**config.mk**
```make
export PLATFORM = sky130hd
export DESIGN_NAME = pc_sequencer
export DESIGN_NICKNAME = d
export VERILOG_FILES = /design/src/rtl/pc_sequencer_pkg.sv /design/src/rtl/pc_handoff_chk.sv /design/src/rtl/pc_sequencer.sv
export SDC_FILE = /design/constraint.sdc
export NUM_CORES = 1
export LEC_CHECK = 0
export ABC_AREA = 0
export CAP_MARGIN = 15
export CORE_MARGIN = 2
export CORE_UTILIZATION = 29
export CTS_BUF_LIST = sky130_fd_sc_hd__clkbuf_8 sky130_fd_sc_hd__clkbuf_16
export CTS_CLUSTER_DIAMETER = 200
export DETAILED_ROUTE_END_ITERATION = 8
export GPL_TIMING_DRIVEN = 0
export HOLD_SLACK_MARGIN = 0.05
export PLACE_DENSITY = 0.59
export REMOVE_ABC_BUFFERS = 1
export SETUP_SLACK_MARGIN = 0.05
export SLEW_MARGIN = 30
export SYNTH_ARGS = -nofsm -noshare
export SYNTH_HDL_FRONTEND = slang
export SYNTH_HIERARCHICAL = 1
export SYNTH_SLANG_ARGS = --single-unit
```
**constraint.sdc**
```tcl
create_clock -name clk -period 2.4 [get_ports clk]
set_clock_uncertainty 0.1 [all_clocks]
set_input_delay 0.72 -clock clk [delete_from_list [all_inputs] [get_ports clk]]
set_output_delay 0.72 -clock clk [all_outputs]
set_load 0.005 [all_outputs]
```
**src/rtl/pc_sequencer_pkg.sv**
```systemverilog
// Shared CPU definitions for the PC sequencer: state encoding and address width.
package pc_sequencer_pkg;
  localparam int ADDR_W = 32;
  localparam int CNT_W  = 16;

  typedef enum logic [1:0] {
    IDLE  = 2'd0,
    RUN   = 2'd1,
    DONE  = 2'd2,
    ERROR = 2'd3
  } seq_state_e;

  function automatic logic [CNT_W-1:0] sat_inc(input logic [CNT_W-1:0] v);
    return (&v) ? v : v + 1'b1;
  endfunction
endpackage

```
**src/rtl/pc_handoff_chk.sv**
```systemverilog
// Combinational sanity checks on the next-PC returned by the core.
import pc_sequencer_pkg::*;

module pc_handoff_chk (
  input  logic [ADDR_W-1:0] addr_o,
  input  logic [ADDR_W-1:0] addr_in,
  output logic              misaligned,
  output logic              self_loop
);
  assign misaligned = |addr_o[1:0];
  assign self_loop  = (addr_o == addr_in);
endmodule

```
**src/rtl/pc_sequencer.sv**
```systemverilog
// Drives the core PC from its returned next-PC, one registered handoff per
// enabled edge, with single-step, self-loop halt, misalignment trap and run limit.
import pc_sequencer_pkg::*;

module pc_sequencer #(
  parameter logic [ADDR_W-1:0] RESET_ADDR = 32'h0000_0000,
  parameter int                MAX_CYCLES = 23
) (
  input  logic              clk,
  input  logic              rst_n,
  input  logic              start,
  input  logic              step_en,
  input  logic              step,
  input  logic [ADDR_W-1:0] addr_o,
  output logic [ADDR_W-1:0] addr_in,
  output logic [CNT_W-1:0]  cycle_cnt,
  output logic              busy,
  output logic              done,
  output logic              err
);
  localparam logic [CNT_W-1:0] MAX_C = CNT_W'(MAX_CYCLES);

  seq_state_e       state, state_nx;
  logic             misaligned, self_loop, handoff;
  logic [CNT_W-1:0] cnt_inc;

  pc_handoff_chk u_chk (
    .addr_o    (addr_o),
    .addr_in   (addr_in),
    .misaligned(misaligned),
    .self_loop (self_loop)
  );

  assign handoff = (state == RUN) && (!step_en || step);
  assign cnt_inc = sat_inc(cycle_cnt);

  // Priority on a handoff: misalignment, self-loop, then run limit.
  always_comb begin
    state_nx = state;
    case (state)
      IDLE, DONE: if (start) state_nx = RUN;
      RUN: if (handoff) begin
        if (misaligned)            state_nx = ERROR;
        else if (self_loop)        state_nx = DONE;
        else if (cnt_inc == MAX_C) state_nx = DONE;
      end
      default: state_nx = state;
    endcase
  end

  always_ff @(posedge clk) begin
    if (!rst_n) begin
      state     <= IDLE;
      addr_in   <= RESET_ADDR;
      cycle_cnt <= '0;
      busy      <= 1'b0;
      done      <= 1'b0;
      err       <= 1'b0;
    end else begin
      state <= state_nx;
      busy  <= (state_nx == RUN);
      done  <= (state_nx == DONE);
      err   <= (state_nx == ERROR);
      case (state)
        IDLE, DONE: if (start) begin
          addr_in   <= RESET_ADDR;
          cycle_cnt <= '0;
        end
        RUN: if (handoff && !misaligned) begin
          cycle_cnt <= cnt_inc;
          if (!self_loop) addr_in <= addr_o;
        end
        default: ;
      endcase
    end
  end
endmodule

```
==> summary.md <==
| Metric | Value |
|---|---|
| Top FF cell, synth | `dfxtp_1` |
| # DRC | `0` |
| Fin util | `between 40 and 50%` |
| Slew margin rel. | `66.82%` |
| Status | `completed` |
| Layout net count | `approximately 490` |
| Endpoint type of the worst setup path | `flop` |
| # clock sinks | `53` |
| Max Slew Vio Count | `0` |
| Pin count of the biggest net entering global routing | `42` |
| Measured slew at the worst slew-check pin | `0.4966 ns` |
| WL final | `9.327 mm` |
| DRT Pass-1 Iters | `4` |
| Simple logic cell fraction of the synthesized area | `28.62%` |
| Die Y | `104.0 µm` |
| Power Total | `approximately 1.7 mW` |
| Tot GR Track Use | `16.05%` |
| GPL Wtd Cong | `a little over 0.8` |
| Initial antenna violation count | `0` |
| Total grt overflow | `0` |
| Main combinational cell family by area after synthesis | `simple AND/OR/NAND/NOR gates` |
| Async S/R FF share, synth | `0%` |
| Synth warn | `6` |
| Global-route wire length before repair | `approximately 14 mm` |
| Clock Latency Late Sink | `approximately 0.30 ns` |
| # rows | `36` |
| Vias in the first global route | `2726` |
| Final Hold Vio Count | `0` |
| HP Class | `reg -> reg` |
| F_max | `429.5 MHz` |
| Core ar. | `9729 µm²` |
| Post-synthesis compound-gate area fraction | `approximately a fifth` |
| Worst path required time | `2.53 ns` |
| Maxcap violations | `0` |
| Mux share of post-synthesis cell area | `1.034%` |
| Vias | `2937` |
| Max Buffers Root-to-Sink | `2` |
| P_leak | `1.656 nW` |
| Unrepaired setup endpoints after global routing | `true` |
| Critical Path AT | `2.45 ns` |
| P per Cell Area | `398.9 nW/µm²` |
| CTS H-tree lvls | `2` |
| Crit Path Category | `reg -> reg` |
| # diodes | `0` |
| Final ANT Viol Nets | `0` |
| Root buffer cell | `clkbuf_8` |
| Hpwl dp | `~5.7 mm` |
| CTS buffer count | `5` |
| Final hold slack | `0.3783 ns` |
| Sequential share of the synthesized area | `36.55%` |
| Final min period | `2.328 ns` |
| Period utilization | `97.01%` |
| Synth Register Bits | `between 50 and 60` |
| Mean Syn Cell Area | `8.223 µm²` |
| WL/cell | `16.05 µm` |
| Critical path fanouts, max | `7` |
| Adder-cell share of the synthesized area | `less than 1%` |
| Width of the die | `104.0 µm` |
| Post-Syn Instances | `353` |
| Worst setup SP type | `flop` |
| Yosys cell types | `48` |
| Initial DRC Count | `85` |
| Synth Cell Area | `2903 µm²` |
| Area share of xor/xnor cells in the synthesized design | `between 10% and 20%` |
| Area Overhead vs Synth | `50.13%` |
| Fin Setup TNS | `0 ns` |
| Io pins | `88` |
| DIE AREA | `10830 µm²` |
| Worst-path clk slew | `0.10 ns` |
| Starting Density | `29.84%` |
| Final setup margin | `0.07171 ns` |
| CTS tree | `built` |
| Port bufs | `87` |
| Setup violations, final | `0` |
| EDFF count, synth | `0` |
| Layout cell share with drive strength beyond 1 | `22.77%` |
| Worst reg-to-reg setup slack | `0.07 ns` |
| Peak supply drop | `0.2425 mV` |
| Vias/cell | `slightly above 5` |
| DP Worst Slack | `-1.484 ns` |
-- final cells by class --
| type | instances | area (µm²) |
|---|---|---|
| well taps | 133 | 166.4 |
| repair buffers | 106 | 984.7 |
| inverters | 2 | 7.507 |
| clock inverters | 3 | 11.26 |
| flip-flops and latches | 53 | 1094 |
| fillers | 1015 | 5371 |
| multi-input cells | 279 | 2026 |
| clock buffers | 5 | 68.82 |
-- flip-flops by register name (all words and copies together), names as in the netlist --
| register | count |
|---|---|
| addr_in | 32 |
| busy | 1 |
| err | 1 |
| done | 1 |
| cycle_cnt | 16 |
| state | 2 |
-- worst max-delay path, cell delays in order (launching register included) --
cell,delay [ns]
dfxtp_4,0.41
nand4_1,0.17
or2_4,0.28
o211ai_1,0.30
mux2i_2,0.35
a211oi_4,0.07
or3_1,0.34
a221oi_2,0.23
-- placed cells by master (no fill, tap or decap), types with 4 or more instances in the layout --
master / instances
a21boi_0: 13
xor2_1: 29
nand3_1: 31
nor4_2: 8
nor2b_1: 5
and2_1: 5
clkdlybuf4s15_1: 11
clkbuf_2: 10
clkbuf_8: 5
nand4_1: 5
nor2_1: 8
or3_1: 4
buf_4: 17
dfxtp_2: 8
a21boi_1: 22
nand2_1: 48
nand3_2: 12
and2_4: 4
dlygate4sd2_1: 9
nor3_1: 7
and3_1: 4
o21ai_0: 10
nor4_1: 4
dfxtp_4: 6
dfxtp_1: 39
inv_1: 5
a22oi_1: 4
clkdlybuf4s50_1: 54
xor2_2: 4
-- power by group --
part / total [mW] / switching, mW / internal, mW
clock network: 0.487 / 0.291 / 0.196
registers: 0.916 / 0.0210 / 0.895
logic: 0.335 / 0.180 / 0.155
-- routing by layer --
metal,wire [µm],GRT usage (%)
met3,398,2.694
met2,4466,26.03
met1,4381,22.01
met4,80,4.440
met5,0,0
-- worst paths after layout --
kind            startpoint     endpoint  cells after the start
max          cycle_cnt[13]         busy                      7
min            addr_in[21]  addr_in[21]                      2
max reg2reg  cycle_cnt[13]         busy                      7
min reg2reg    addr_in[21]  addr_in[21]                      2
-- cell usage after synthesis, types with 4 or more instances --
| master | n | area [µm²] |
|---|---|---|
| nor4_1 | 11 | 68.82 |
| nand2_1 | 53 | 198.9 |
| nand3_1 | 43 | 215.2 |
| clkbuf_1 | 13 | 48.80 |
| buf_2 | 7 | 35.03 |
| or3_1 | 4 | 25.02 |
| a22oi_1 | 4 | 30.03 |
| and3_1 | 5 | 31.28 |
| a21boi_1 | 17 | 127.6 |
| nor3_1 | 7 | 35.03 |
| buf_1 | 4 | 15.01 |
| a21boi_0 | 19 | 142.6 |
| dfxtp_1 | 53 | 1061 |
| nor2_1 | 9 | 33.78 |
| nor2b_1 | 6 | 37.54 |
| o21ai_0 | 10 | 50.05 |
| xor2_1 | 33 | 289.0 |
| nand4_1 | 5 | 31.28 |
| and2_1 | 7 | 43.79 |
-- per-stage QoR --
| stage | cells | instance area [µm²] |
|---|---|---|
| 6_report | 581 | 4358 |
| 4_1_cts | 566 | 4125 |
| 3_5_place_dp | 551 | 3895 |
| 3_3_place_gp | 549 | 3841 |
| 5_1_grt | 581 | 4358 |
| 2_1_floorplan | 329 | 2804 |
-- what timing repair did --
action,in CTS,in global routing
buffers inserted,2,15
resized for setup,67,70
setup endpoints to repair,50,40
hold buffers,0,0
pin swaps,17,28
gates cloned,5,0
endpoints found under the hold margin,0,0
-- cell families (layout without fill, tap and decap cells) --
| logic type | after synthesis | after routing |
|---|---|---|
| adder cells (fa/ha/maj) | 1 | 1 |
| AND/OR/NAND/NOR | 161 | 166 |
| multiplexers | 3 | 3 |
| buffers and inverters | 26 | 116 |
| flip-flops | 53 | 53 |
| AO/OA/AOI/OAI | 73 | 73 |
| XOR/XNOR | 36 | 36 |
(Power assumes the default switching activity.)
